===== config.mk =====
export PLATFORM = sky130hd
export DESIGN_NAME = eeprom_bus_arbiter
export DESIGN_NICKNAME = d
export VERILOG_FILES = /design/src/rtl/eeprom_arb_pkg.sv /design/src/rtl/eeprom_bus_arbiter.sv
export SDC_FILE = /design/constraint.sdc
export NUM_CORES = 1
export LEC_CHECK = 0
export BUFFER_PORTS_ARGS = -buffer_cell sky130_fd_sc_hd__buf_2
export CAP_MARGIN = 15
export CORE_UTILIZATION = 48
export DETAILED_ROUTE_END_ITERATION = 8
export GPL_TIMING_DRIVEN = 0
export PLACE_DENSITY_LB_ADDON = 0.1
export SLEW_MARGIN = 30
export SYNTH_ARGS = -nofsm -noshare
export SYNTH_HDL_FRONTEND = slang
export SYNTH_SLANG_ARGS = --single-unit

===== constraint.sdc =====
create_clock -name clk -period 2.4 [get_ports clk]
set_input_delay 0.12 -clock clk [delete_from_list [all_inputs] [get_ports clk]]
set_output_delay 0.12 -clock clk [all_outputs]
set_load 0.1 [all_outputs]

===== src/rtl/eeprom_arb_pkg.sv =====
`default_nettype none
// ---------------------------------------------------------------------------
// eeprom_arb_pkg : shared constants for the EEPROM bank arbiter
// Revision 1.0
// ---------------------------------------------------------------------------
package eeprom_arb_pkg;

   localparam int DEV_W = 2;

   typedef logic [DEV_W-1:0] dev_t;

   localparam logic [1:0] IDLE  = 2'd0;
   localparam logic [1:0] GNT_F = 2'd1;
   localparam logic [1:0] GNT_U = 2'd2;
   localparam logic [1:0] GUARD = 2'd3;

   // Owner codes double as the sel1 mux value.
   localparam logic OWNER_F = 1'b0;
   localparam logic OWNER_U = 1'b1;

endpackage
`default_nettype wire


===== src/rtl/eeprom_bus_arbiter.sv =====
`default_nettype none
// ---------------------------------------------------------------------------
// eeprom_bus_arbiter : two-master req/gnt/rel arbiter for the EEPROM bank,
// with chip-select guard time and hold watchdog.   Revision 1.0
// ---------------------------------------------------------------------------
module eeprom_bus_arbiter
   import eeprom_arb_pkg::*;
#(
   parameter int GUARD_CYC = 4,
   parameter int HOLD_W    = 16,
   parameter int HOLD_MAX  = 65535
) (
   input  logic             clk,
   input  logic             rst,
   input  logic             req_f,
   input  logic [DEV_W-1:0] dev_f,
   input  logic             rel_f,
   input  logic             req_u,
   input  logic [DEV_W-1:0] dev_u,
   input  logic             rel_u,
   output logic             gnt_f,
   output logic             gnt_u,
   output logic             sel1,
   output logic [DEV_W-1:0] sel_dev,
   output logic             cs_en,
   output logic             to_f,
   output logic             to_u
);

   localparam logic [HOLD_W-1:0] HOLD_LAST  = HOLD_W'(HOLD_MAX - 1);
   localparam logic [HOLD_W-1:0] GUARD_LAST = HOLD_W'(GUARD_CYC - 1);
   localparam logic [HOLD_W-1:0] CNT_ONE    = HOLD_W'(1);

   logic [1:0]        state_q,   state_d;
   logic [HOLD_W-1:0] cnt_q,     cnt_d;
   logic              gnt_f_q,   gnt_f_d;
   logic              gnt_u_q,   gnt_u_d;
   logic              sel1_q,    sel1_d;
   dev_t              sel_dev_q, sel_dev_d;
   logic              cs_en_q,   cs_en_d;
   logic              to_f_q,    to_f_d;
   logic              to_u_q,    to_u_d;
   logic              last_q,    last_d;

   always_comb begin
      state_d   = state_q;
      cnt_d     = cnt_q;
      gnt_f_d   = 1'b0;
      gnt_u_d   = 1'b0;
      cs_en_d   = 1'b0;
      to_f_d    = 1'b0;
      to_u_d    = 1'b0;
      sel1_d    = sel1_q;
      sel_dev_d = sel_dev_q;
      last_d    = last_q;

      case (state_q)
         IDLE: begin
            cnt_d = '0;
            // On a tie the master that did not own the bank last wins.
            if (req_f && (!req_u || last_q == OWNER_U)) begin
               state_d   = GNT_F;
               gnt_f_d   = 1'b1;
               cs_en_d   = 1'b1;
               sel1_d    = OWNER_F;
               sel_dev_d = dev_f;
            end else if (req_u) begin
               state_d   = GNT_U;
               gnt_u_d   = 1'b1;
               cs_en_d   = 1'b1;
               sel1_d    = OWNER_U;
               sel_dev_d = dev_u;
            end
         end

         GNT_F: begin
            if (rel_f || !req_f) begin
               state_d = GUARD;
               cnt_d   = '0;
               last_d  = OWNER_F;
            end else if (cnt_q == HOLD_LAST) begin
               state_d = GUARD;
               cnt_d   = '0;
               last_d  = OWNER_F;
               to_f_d  = 1'b1;
            end else begin
               cnt_d   = cnt_q + CNT_ONE;
               gnt_f_d = 1'b1;
               cs_en_d = 1'b1;
            end
         end

         GNT_U: begin
            if (rel_u || !req_u) begin
               state_d = GUARD;
               cnt_d   = '0;
               last_d  = OWNER_U;
            end else if (cnt_q == HOLD_LAST) begin
               state_d = GUARD;
               cnt_d   = '0;
               last_d  = OWNER_U;
               to_u_d  = 1'b1;
            end else begin
               cnt_d   = cnt_q + CNT_ONE;
               gnt_u_d = 1'b1;
               cs_en_d = 1'b1;
            end
         end

         GUARD: begin
            // sel1/sel_dev stay put so the mux is stable while CS is off.
            if (cnt_q == GUARD_LAST) begin
               state_d = IDLE;
               cnt_d   = '0;
            end else begin
               cnt_d = cnt_q + CNT_ONE;
            end
         end

         default: begin
            state_d = IDLE;
            cnt_d   = '0;
         end
      endcase
   end

   always_ff @(posedge clk or posedge rst) begin
      if (rst) begin
         state_q   <= IDLE;
         cnt_q     <= '0;
         gnt_f_q   <= 1'b0;
         gnt_u_q   <= 1'b0;
         sel1_q    <= 1'b0;
         sel_dev_q <= '0;
         cs_en_q   <= 1'b0;
         to_f_q    <= 1'b0;
         to_u_q    <= 1'b0;
         last_q    <= OWNER_U;
      end else begin
         state_q   <= state_d;
         cnt_q     <= cnt_d;
         gnt_f_q   <= gnt_f_d;
         gnt_u_q   <= gnt_u_d;
         sel1_q    <= sel1_d;
         sel_dev_q <= sel_dev_d;
         cs_en_q   <= cs_en_d;
         to_f_q    <= to_f_d;
         to_u_q    <= to_u_d;
         last_q    <= last_d;
      end
   end

   assign gnt_f   = gnt_f_q;
   assign gnt_u   = gnt_u_q;
   assign sel1    = sel1_q;
   assign sel_dev = sel_dev_q;
   assign cs_en   = cs_en_q;
   assign to_f    = to_f_q;
   assign to_u    = to_u_q;

endmodule
`default_nettype wire

Word-level counts from Yosys, hierarchy flattened. Index checks and enable logic that the tools add are counted.

$add $sub $neg: 1. Eq/ne operators: 9. Muxes and demuxes: 36. Reduce and logical (&&, ||, !) cells: 12.

Operators with widths (number): $mux 16 (4); $pmux 16 s4 (1); $mux 1 (18); $add 16x1->16 const B (1); $eq 16x16->1 const B (1); $eq 16x2->1 const B (1); $mux 2 (8); $ne 3x3->1 const B (3); $pmux 2 s4 (1); $pmux 1 s2 (3); $eq 2x2->1 const B (2); $reduce_and 2->1 (2); $reduce_bool 2->1 (2); $logic_or 1x1->1 (3); $pmux 1 s3 (1); $reduce_and 3->1 (1); $eq 2x1->1 const B (1); $logic_not 1->1 (2); $logic_not 2->1 (1); $ne 2x2->1 const B (1); $logic_and 1x1->1 (1).

Bits in registers: 27. Input bits: 10. Output and inout bits: 8.

Longest topological paths before layout. Gate-level depths: netlist of the first run.

Depth in word-level cells: 5. Gate-level depth with buffers: 8. Gate-level depth less buffers: 6.

Worst setup path after synthesis of the first run. Ideal clock, no wire load.

Path kind: register to register. Start point: register cnt_q[9]. End point: register cnt_q[11]. Arrival time: 1.680 ns. Required time: 2.281 ns. Slack: 0.602 ns. Cell stages (with the launch flop): 7. Buffers on the path: 2. Period minus slack after synthesis: 1.798 ns. Cells stage by stage: dfrtp_1 nand4_1 or4_1 buf_6 a32oi_4 buf_6 nor2_1.

Cells in the longest elaborated chain, start to end: 4. Elaborated cells on any way between the ends: 8.

RTL lines: from (decl) (line eeprom_bus_arbiter.sv:35) `logic [HOLD_W-1:0] cnt_q, cnt_d;`; from (signal assigned) (line eeprom_bus_arbiter.sv:141) `cnt_q <= cnt_d;`; $add 16x1->16 / $eq 16x16->1 (equally long branches); $mux 16 (line eeprom_bus_arbiter.sv:81, eeprom_bus_arbiter.sv:98); $mux 16 (on tied branches) (line eeprom_bus_arbiter.sv:94, eeprom_bus_arbiter.sv:77); $pmux 16 s4 (*) (line eeprom_bus_arbiter.sv:57) `case (state_q)`; named net cnt_d[11] (line eeprom_bus_arbiter.sv:35).

Mark *: on every way through the listed nets, which the timed path passes. The rest lies on a longest branch. A chain may end at the register's enable or synchronous reset.

Worst setup path after layout of the first run.
Start point: register cnt_q[0]. End point: register cnt_q[7].

Same word-level chain as after synthesis.

==> results.toml, run 1 <==
[pwr]
p_clk_frac = 0.140
power.leakage_nw = 0.720
p_sw_frac = 0.477
peakVddDrop_mv = 0.852
p_per_area_mw_per_mm2 = 949
power_frac_seq = 0.418
power_switching_uw = 704
p_comb_frac = 0.442
intPower_uw = 771

[clock_network]
cts_tree = "built"
postCtsSetupRepairBufs = 0
cts_buffer_depth = 2
clk_latency_ns = 0.34
cts_resized = 0
htreeDepth = 1
numCtsBuffers = 3
cts.sinks = 27
cts_root_buf = "clkbuf_4"
path_clk_slew_ns = 0.15

[timing]
tightest_slew_ns = 0.552
timing.fmax_ghz = 0.483
relSlewSlack = 0.631
rsz0062_at_grt = "false"
fin_tns_setup_ns = 0
setup_violations = 0
post-route-period-util = 0.862
hold_viol = 0
slew_violations = 0
skew_ns = 0.00311
period_needed_ns = 2.07

[grt]
overflow = 0
grt_pass1_vias = 1039
grt_usage = 0.193
grt_max_degree = 28
antenna_found_initial = 0
grt_pass1_wl_um = 4720

[yosys]
synthTopCellsByArea = "dfrtp_1, nor2_1, xnor2_1"
syn-mean-instance-area_um2 = 9.96
syn-num-nets = 152
synth_cell_types = 35
synth_warnings = 0
ys_seq_area_frac = 0.486
yosys_register_bits = 27
syn_inst = 140
yosys.area.top_type = "dfrtp_1"
netlist.area_leader.share = 0.467
synthesis.area_mm2 = 0.00139

[layout]
register_area_um2 = 677
area_growth_pct = 11.6
antenna-diode-count = 0
num-fill-cells = 246
drive_above_1_share = 0.179
multi_input_area_um2 = 658
final_cell_count_no_fill = 193
final_core_util = 0.564
fin_nets = 175

[worst_setup_path]
critical_path_class = "reg -> reg"
rrSetupSlack_ns = 0.33
cp.arrival_ns = 2.32
slowest_delay_ns = 0.50
worstPathCellList = "ha_1, nor4b_1, nand4_1, a32oi_4, buf_6, nor2_1"
slowest_stage = "dfrtp_1"
start_kind = "flip-flop"
crit_required_ns = 2.65
end_kind = "flip-flop"
critPathMaxFanout = 10

[routing]
num_vias = 1092
drt_iter0_drc = 41
totalWireLength_um = 2550
antenna_left = 0
drcViolationCount = 0
firstDrtPassIters = 5
viasPerCell = 5.66
wire_per_inst_um = 13.2

[floorplan]
rows = 19
die_h_um = 55.9
ios = 18
core-area_mm2 = 0.00276
die_w_um = 55.9
start_util = 0.505
die_area_mm2 = 0.00312

[min_path]
hold_path.class = "in -> reg"

[placed_design]
hpwlAfterDp_um = 1820
placed_cells = 188
place_congestion = 0.833
portBuffers = 17

[flow_run]
drv_cap = 0

[run_status]
status = "finished, final reports clean"
power groups by stage:
| stage | clock network (mW) | logic [mW] | registers, mW |
|---|---|---|---|
| after floorplan | 0 | 0.282 | 0.863 |
| after global placement | 0 | 0.644 | 0.623 |
| after detailed placement | 0 | 0.653 | 0.626 |
| after CTS | 0.215 | 0.657 | 0.617 |
| after global routing | 0.231 | 0.705 | 0.630 |
| final | 0.206 | 0.652 | 0.617 |
cells in the final DEF, fill, tap and decap left out, drive strengths merged:
| cell type | instances |
|---|---|
| o21a | 2 |
| clkbuf | 4 |
| nor3 | 7 |
| nand4 | 6 |
| and3 | 1 |
| a311o | 1 |
| inv | 6 |
| or4bb | 2 |
| ha | 2 |
| nor3b | 1 |
| mux2i | 2 |
| o32a | 1 |
| nor2b | 3 |
| a21oi | 3 |
| dlygate4sd3 | 1 |
| dfstp | 1 |
| dfrtp | 26 |
| clkinv | 1 |
| a21o | 1 |
| o21ai | 2 |
| xnor2 | 9 |
| a22oi | 1 |
| a21boi | 1 |
| nor4b | 1 |
| nand2b | 1 |
| nand3 | 7 |
| and4 | 1 |
| or4 | 2 |
| nand2 | 6 |
| buf | 21 |
| a32oi | 1 |
| nor2 | 26 |
| nor4 | 7 |
| xor2 | 5 |
per-layer routing:
metal  GRT usage  vias up  share of wire
li1            -      537              -
met1       0.288      519           0.48
met2       0.287       31           0.45
met3      0.0209        5          0.044
met4      0.0836        0          0.018
met5           0        -              0
registers in the layout (all words and copies together) (netlist names):
name     cells
cnt_q       16
cs_en        1
gnt_f        1
gnt_u        1
last_q       1
sel1         1
sel_dev      2
state_q      2
to_f         1
to_u         1
cell type report:
type	instances	area share
inverters	6	0.0145
repair buffers	18	0.0611
plain buffers	5	0.0233
multi-input cells	102	0.423
clock inverters	1	0.00322
clock buffers	3	0.0145
flip-flops and latches	27	0.435
well taps	31	0.0249
per-stage QoR:
| stage | total power [mW] | worst slack, ns | hold WS (ns) | cell area, um2 |
|---|---|---|---|---|
| finish | 1.48 | 0.330 | 0.0737 | 1560 |
| global route | 1.57 | 0.138 | 0.0993 | 1560 |
| CTS | 1.49 | 0.332 | 0.0652 | 1560 |
| detailed placement | 1.28 | 0.350 | 0.206 | 1520 |
| global placement | 1.27 | 0.329 | 0.393 | 1520 |
| floorplan | 1.14 | 0.602 | 0.172 | 1390 |
logic make-up after synthesis:
| group | share of synthesized area |
|---|---|
| AOI/OAI and AO/OA | 0.0790 |
| buffers and inverters | 0.0422 |
| xor gates and xnor gates | 0.0880 |
| and+or+nand+nor | 0.273 |
| muxes | 0.0144 |
| adders and majority gates | 0.0180 |
| DFF | 0.486 |
path summary, 6_finish.rpt:
kind / start / endpoint / depth (start not counted)
min: dev_f[0] / sel_dev[0] / 3
max in group asynchronous: rst / last_q / 3
max reg2reg: cnt_q[0] / cnt_q[7] / 6
min in group asynchronous: rst / cnt_q[1] / 3
min reg2reg: sel1 / sel1 / 1
max: cnt_q[0] / cnt_q[7] / 6
Yosys cell counts:
| master | number |
|---|---|
| o21ai_0 | 1 |
| nor2b_1 | 3 |
| ha_1 | 2 |
| o21a_1 | 2 |
| o21ai_1 | 1 |
| a311o_1 | 1 |
| a21oi_1 | 3 |
| nand4_1 | 5 |
| xor2_1 | 5 |
| nand4_4 | 1 |
| or4_1 | 2 |
| buf_6 | 2 |
| dfrtp_1 | 26 |
| a21o_1 | 1 |
| nor3_1 | 7 |
| and3_1 | 1 |
| xnor2_1 | 9 |
| a21boi_0 | 1 |
| a32oi_4 | 1 |
| a22oi_1 | 1 |
| nand3_1 | 7 |
| inv_1 | 6 |
| nor2_1 | 26 |
| nand2_1 | 6 |
| dfstp_2 | 1 |
| and4_1 | 1 |
| mux2i_1 | 2 |
| nor4_1 | 7 |
| nor4b_1 | 1 |
| or4bb_1 | 2 |
| o32a_1 | 1 |
| buf_2 | 2 |
| clkbuf_1 | 1 |
| nand2b_1 | 1 |
| nor3b_1 | 1 |
repair_timing:
action / 4_1_cts / 5_1_grt
hold buffers: 1 / 0
endpoints found under the hold margin: 26 / 0
setup endpoints to repair: 0 / 0
worst max-delay path, delay by kind of cell, from the launching register on:
family / cells / cell delay, ns
adder cells (fa/ha/maj): 1 / 0.31
AO/OA/AOI/OAI: 1 / 0.41
AND/OR/NAND/NOR: 3 / 0.55
flip-flops: 1 / 0.50
buffers and inverters: 1 / 0.20
(Power assumes the default switching activity.)
==> run 2: changes to the inputs <==
Settings changed: CORE_UTILIZATION 48 to 55, REMOVE_ABC_BUFFERS from default to 1.
Clock period 2.4 ns to 2.3 ns, I/O delays scaled along.
==> run 2 against run 1 <==
Final cell count fell by 3.6%. Clock power hardly changed. Via count decreased by 3.3%. Total power is 4.3% higher. Clock skew is 0.0072 ns higher. Critical path type unchanged. Largest cell class unchanged. Highest routed layer unchanged.
==> results.toml, run 2 (synthesized netlist as in run 1, its figures left out) <==
[layout]
antenna-diode-count = 0
num-fill-cells = 180
largest_reg_flops = 16
fin_area_mm2 = 0.00154
multi_input_area_um2 = 658
largest_register = "cnt_q"
register_area_um2 = 677
drive_above_1_share = 0.165
fin_nets = 171
area_growth_pct = 10.1
layout_common_cells = "nor2_1, dfrtp_1, buf_2"

[routing]
viasPerCell = 5.68
antenna_left = 0
num_vias = 1056
totalWireLength_um = 2580
firstDrtPassIters = 4
drcViolationCount = 0
wire_per_inst_um = 13.9
drt_iter0_drc = 22

[clock_network]
clk_latency_ns = 0.33
path_clk_slew_ns = 0.15
htreeDepth = 1
numCtsBuffers = 3
cts_resized = 0
cts.sinks = 27
cts_root_buf = "clkbuf_4"
cts_tree = "built"
cts_buffer_depth = 2

[worst_setup_path]
critical_path_class = "reg -> reg"
critPathMaxFanout = 15
cp.arrival_ns = 2.33
crit_required_ns = 2.53
rr_startpoint = "cnt_q[9]"
r2r_cells = 5
rrSetupSlack_ns = 0.20
r2r-end = "cnt_q[12]"
start_kind = "flip-flop"
end_kind = "flip-flop"

[min_path]
hold_path.class = "in -> reg"
whs_endpoint = "sel_dev[1]"
hold_path_startpoint = "dev_f[1]"
hold_depth = 3

[timing]
rsz0062_at_grt = "false"
timing.fmax_ghz = 0.475
hold_viol = 0
worst_hold_slack_ns = 0.0724
relSlewSlack = 0.635
setup_violations = 0
skew_ns = 0.0103
fin_tns_setup_ns = 0
setup_ws_ns = 0.196
slew_violations = 0
tightest_slew_ns = 0.547
period_needed_ns = 2.10
post-route-period-util = 0.915

[flow_run]
drv_cap = 0

[grt]
overflow = 0
grt_max_degree = 28
grt_pass1_wl_um = 4390
antenna_found_initial = 0
grt_usage = 0.219
grt_pass1_vias = 1004

[placed_design]
portBuffers = 17
dpl_worst_slack_ns = 0.0885
place_congestion = 0.804
hpwlAfterDp_um = 1860
place_area_mm2 = 0.00148

[pwr]
p_per_area_mw_per_mm2 = 1000
power.leakage_nw = 0.708
peakVddDrop_mv = 1.39

[floorplan]
core-area_mm2 = 0.00230
die_h_um = 52.3
die_area_mm2 = 0.00274
die_w_um = 52.3
rows = 17
ios = 18
start_util = 0.607

[run_status]
status = "finished, final reports clean"
-- run 2: through the flow --
stage / cells / utilization / power [mW]
global placement: 180 / 0.643 / 1.27
floorplan: 135 / - / 1.16
detailed placement: 180 / 0.643 / 1.29
global route: 186 / 0.668 / 1.62
finish: 186 / 0.668 / 1.54
CTS: 184 / 0.655 / 1.49
-- run 2: report_power, final --
part	internal [mW]	switching, mW
Sequential	0.561	0.114
Combinational	0.189	0.468
Clock	0.0653	0.142
Total	0.816	0.723
-- run 2: layout make-up --
cell class,count,area share
clock inverter,1,0.00326
timing repair buffer,19,0.0750
sequential,27,0.441
clock buffer,3,0.0147
inverter,6,0.0147
tap,28,0.0228
multi-input combinational,102,0.429
-- run 2: critical path, stage by stage (launching register included) --
cell and delay, ns:
dfrtp_1 0.47, nand4_1 0.21, or4_1 0.77, a32oi_4 0.31, buf_12 0.18, nor2_1 0.06
-- run 2: how the worst max path moves through the flow --
| stage | slack (ns) | cells after the start | start | endpoint |
|---|---|---|---|---|
| CTS | 0.07 | 4 | cnt_q[9] | cnt_q[12] |
| global route | 0.09 | 5 | cnt_q[9] | cnt_q[12] |
| global placement | 0.18 | 4 | cnt_q[9] | cnt_q[14] |
| floorplan | 0.45 | 4 | cnt_q[9] | cnt_q[10] |
| detailed placement | 0.09 | 4 | cnt_q[9] | cnt_q[12] |
| finish | 0.20 | 5 | cnt_q[9] | cnt_q[12] |
-- run 2: timing repair --
item | 4_1_cts | 5_1_grt
hold buffers | 0 | 1
setup endpoints to repair | 0 | 16
setup buffers | 0 | 1
hold endpoints to repair | 0 | 26
-- run 2: routing by layer --
| layer | part of all wire | GRT usage |
|---|---|---|
| met3 | 0.023 | 0.0348 |
| met5 | 0 | 0 |
| met4 | 0.011 | 0.0746 |
| met1 | 0.51 | 0.307 |
| met2 | 0.46 | 0.342 |
==> run 3: changes to the inputs <==
Settings changed: RECOVER_POWER from default to 50.
==> run 3 against run 2 <==
Core utilization decreased by 0.22 points. Global-route usage unchanged. Sequential power about the same. Critical path depth unchanged. Largest cell class unchanged.
==> results.toml, run 3 (synthesized netlist as in run 1, its figures left out) <==
[floorplan]
die_h_um = 52.3
start_util = 0.607
rows = 17
core-area_mm2 = 0.00230
die_w_um = 52.3
ios = 18
die_area_mm2 = 0.00274

[grt]
grt_max_degree = 28
overflow = 0
grt_pass1_wl_um = 4390
grt_usage = 0.219
antenna_found_initial = 0
grt_pass1_vias = 1004

[timing]
hold_viol = 0
fin_tns_setup_ns = 0
rsz0062_at_grt = "false"
tightest_slew_ns = 1.16
post-route-period-util = 0.915
slew_violations = 0
worst_hold_slack_ns = 0.0716
period_needed_ns = 2.10
setup_violations = 0
relSlewSlack = 0.227
skew_ns = 0.0108
timing.fmax_ghz = 0.475

[worst_setup_path]
critical_path_class = "reg -> reg"
r2r_cells = 5
crit_required_ns = 2.53
critPathMaxFanout = 15
slowest_delay_ns = 0.77
start_kind = "flip-flop"
end_kind = "flip-flop"
slowest_stage = "or4_1"
cp.arrival_ns = 2.33
worstPathCellList = "nand4_1, or4_1, a32oi_4, buf_12, nor2_1"

[flow_run]
drv_cap = 0

[routing]
drt_iter0_drc = 22
firstDrtPassIters = 4
antenna_left = 0
wire_per_inst_um = 13.9
viasPerCell = 5.68
totalWireLength_um = 2590
num_vias = 1056
drcViolationCount = 0

[placed_design]
hpwlAfterDp_um = 1860
place_area_mm2 = 0.00148
place_congestion = 0.804
portBuffers = 17

[clock_network]
htreeDepth = 1
numCtsBuffers = 3
cts_buffer_depth = 2
path_clk_slew_ns = 0.15
cts_tree = "built"
cts.sinks = 27
clk_latency_ns = 0.33
cts_root_buf = "clkbuf_4"
cts_resized = 0

[layout]
largest_register = "cnt_q"
largest_reg_flops = 16
fin_nets = 171
drive_above_1_share = 0.133
antenna-diode-count = 0
layout_common_cells = "nor2_1, dfrtp_1, buf_2"
area_growth_pct = 9.78
fin_area_mm2 = 0.00153

[pwr]
power.leakage_nw = 0.692
peakVddDrop_mv = 1.39
p_per_area_mw_per_mm2 = 1000

[run_status]
status = "finished, final reports clean"

[min_path]
hold_path.class = "in -> reg"
hold_depth = 3
-- run 3: cell count changes in the layout (fill, tap and decap cells not counted), sizes merged --
cell / before / now
buf: 18 / 14
clkbuf: 3 / 7
-- run 3: critical path: cells and delay by family (launching register included) --
kind,cells,cell delay (ns)
simple gates,3,1.04
flops,1,0.47
buf+inv,1,0.18
compound gates,1,0.31
-- run 3: per-layer routing --
layer,track usage,part of all wire,vias to the layer above
met3,0.0348,0.031,4
met2,0.342,0.46,20
met1,0.307,0.50,501
met4,0.0746,0.011,0
li1,-,-,531
met5,0,0,-
-- run 3: final timing paths --
kind                       startpoint  slack [ns]          to
setup / recovery             cnt_q[9]        0.20   cnt_q[12]
hold / removal               dev_f[1]        0.07  sel_dev[1]
min in group asynchronous         rst        0.53        to_f
hold reg to reg                  sel1        0.55        sel1
max in group asynchronous         rst        1.16    cnt_q[8]
setup reg to reg             cnt_q[9]        0.20   cnt_q[12]
-- run 3: layout make-up --
class                      count  area [um2]
tap                           28        35.0
multi-input combinational    102         658
inverter                       6        22.5
sequential                    27         677
clock buffer                   3        22.5
clock inverter                 1        5.00
timing repair buffer          19         110
fill                         181         767
-- run 3: where the power goes --
part | internal, mW | leakage, nW | switching [mW]
Clock | 0.0653 | 0.0177 | 0.142
Combinational | 0.186 | 0.319 | 0.467
Sequential | 0.561 | 0.355 | 0.114
-- run 3: what timing repair did --
item	in CTS	in global routing
setup buffers	0	1
endpoints found under the setup margin	0	16
hold buffers	0	1
endpoints found under the hold margin	0	26
-- run 3: stage by stage --
step	util	std cells	power [mW]	setup WS, ns
global placement	0.643	180	1.27	0.182
CTS	0.655	184	1.49	0.0696
finish	0.666	186	1.54	0.196
detailed placement	0.643	180	1.29	0.0885
global route	0.666	186	1.61	0.0901
floorplan	-	135	1.16	0.454
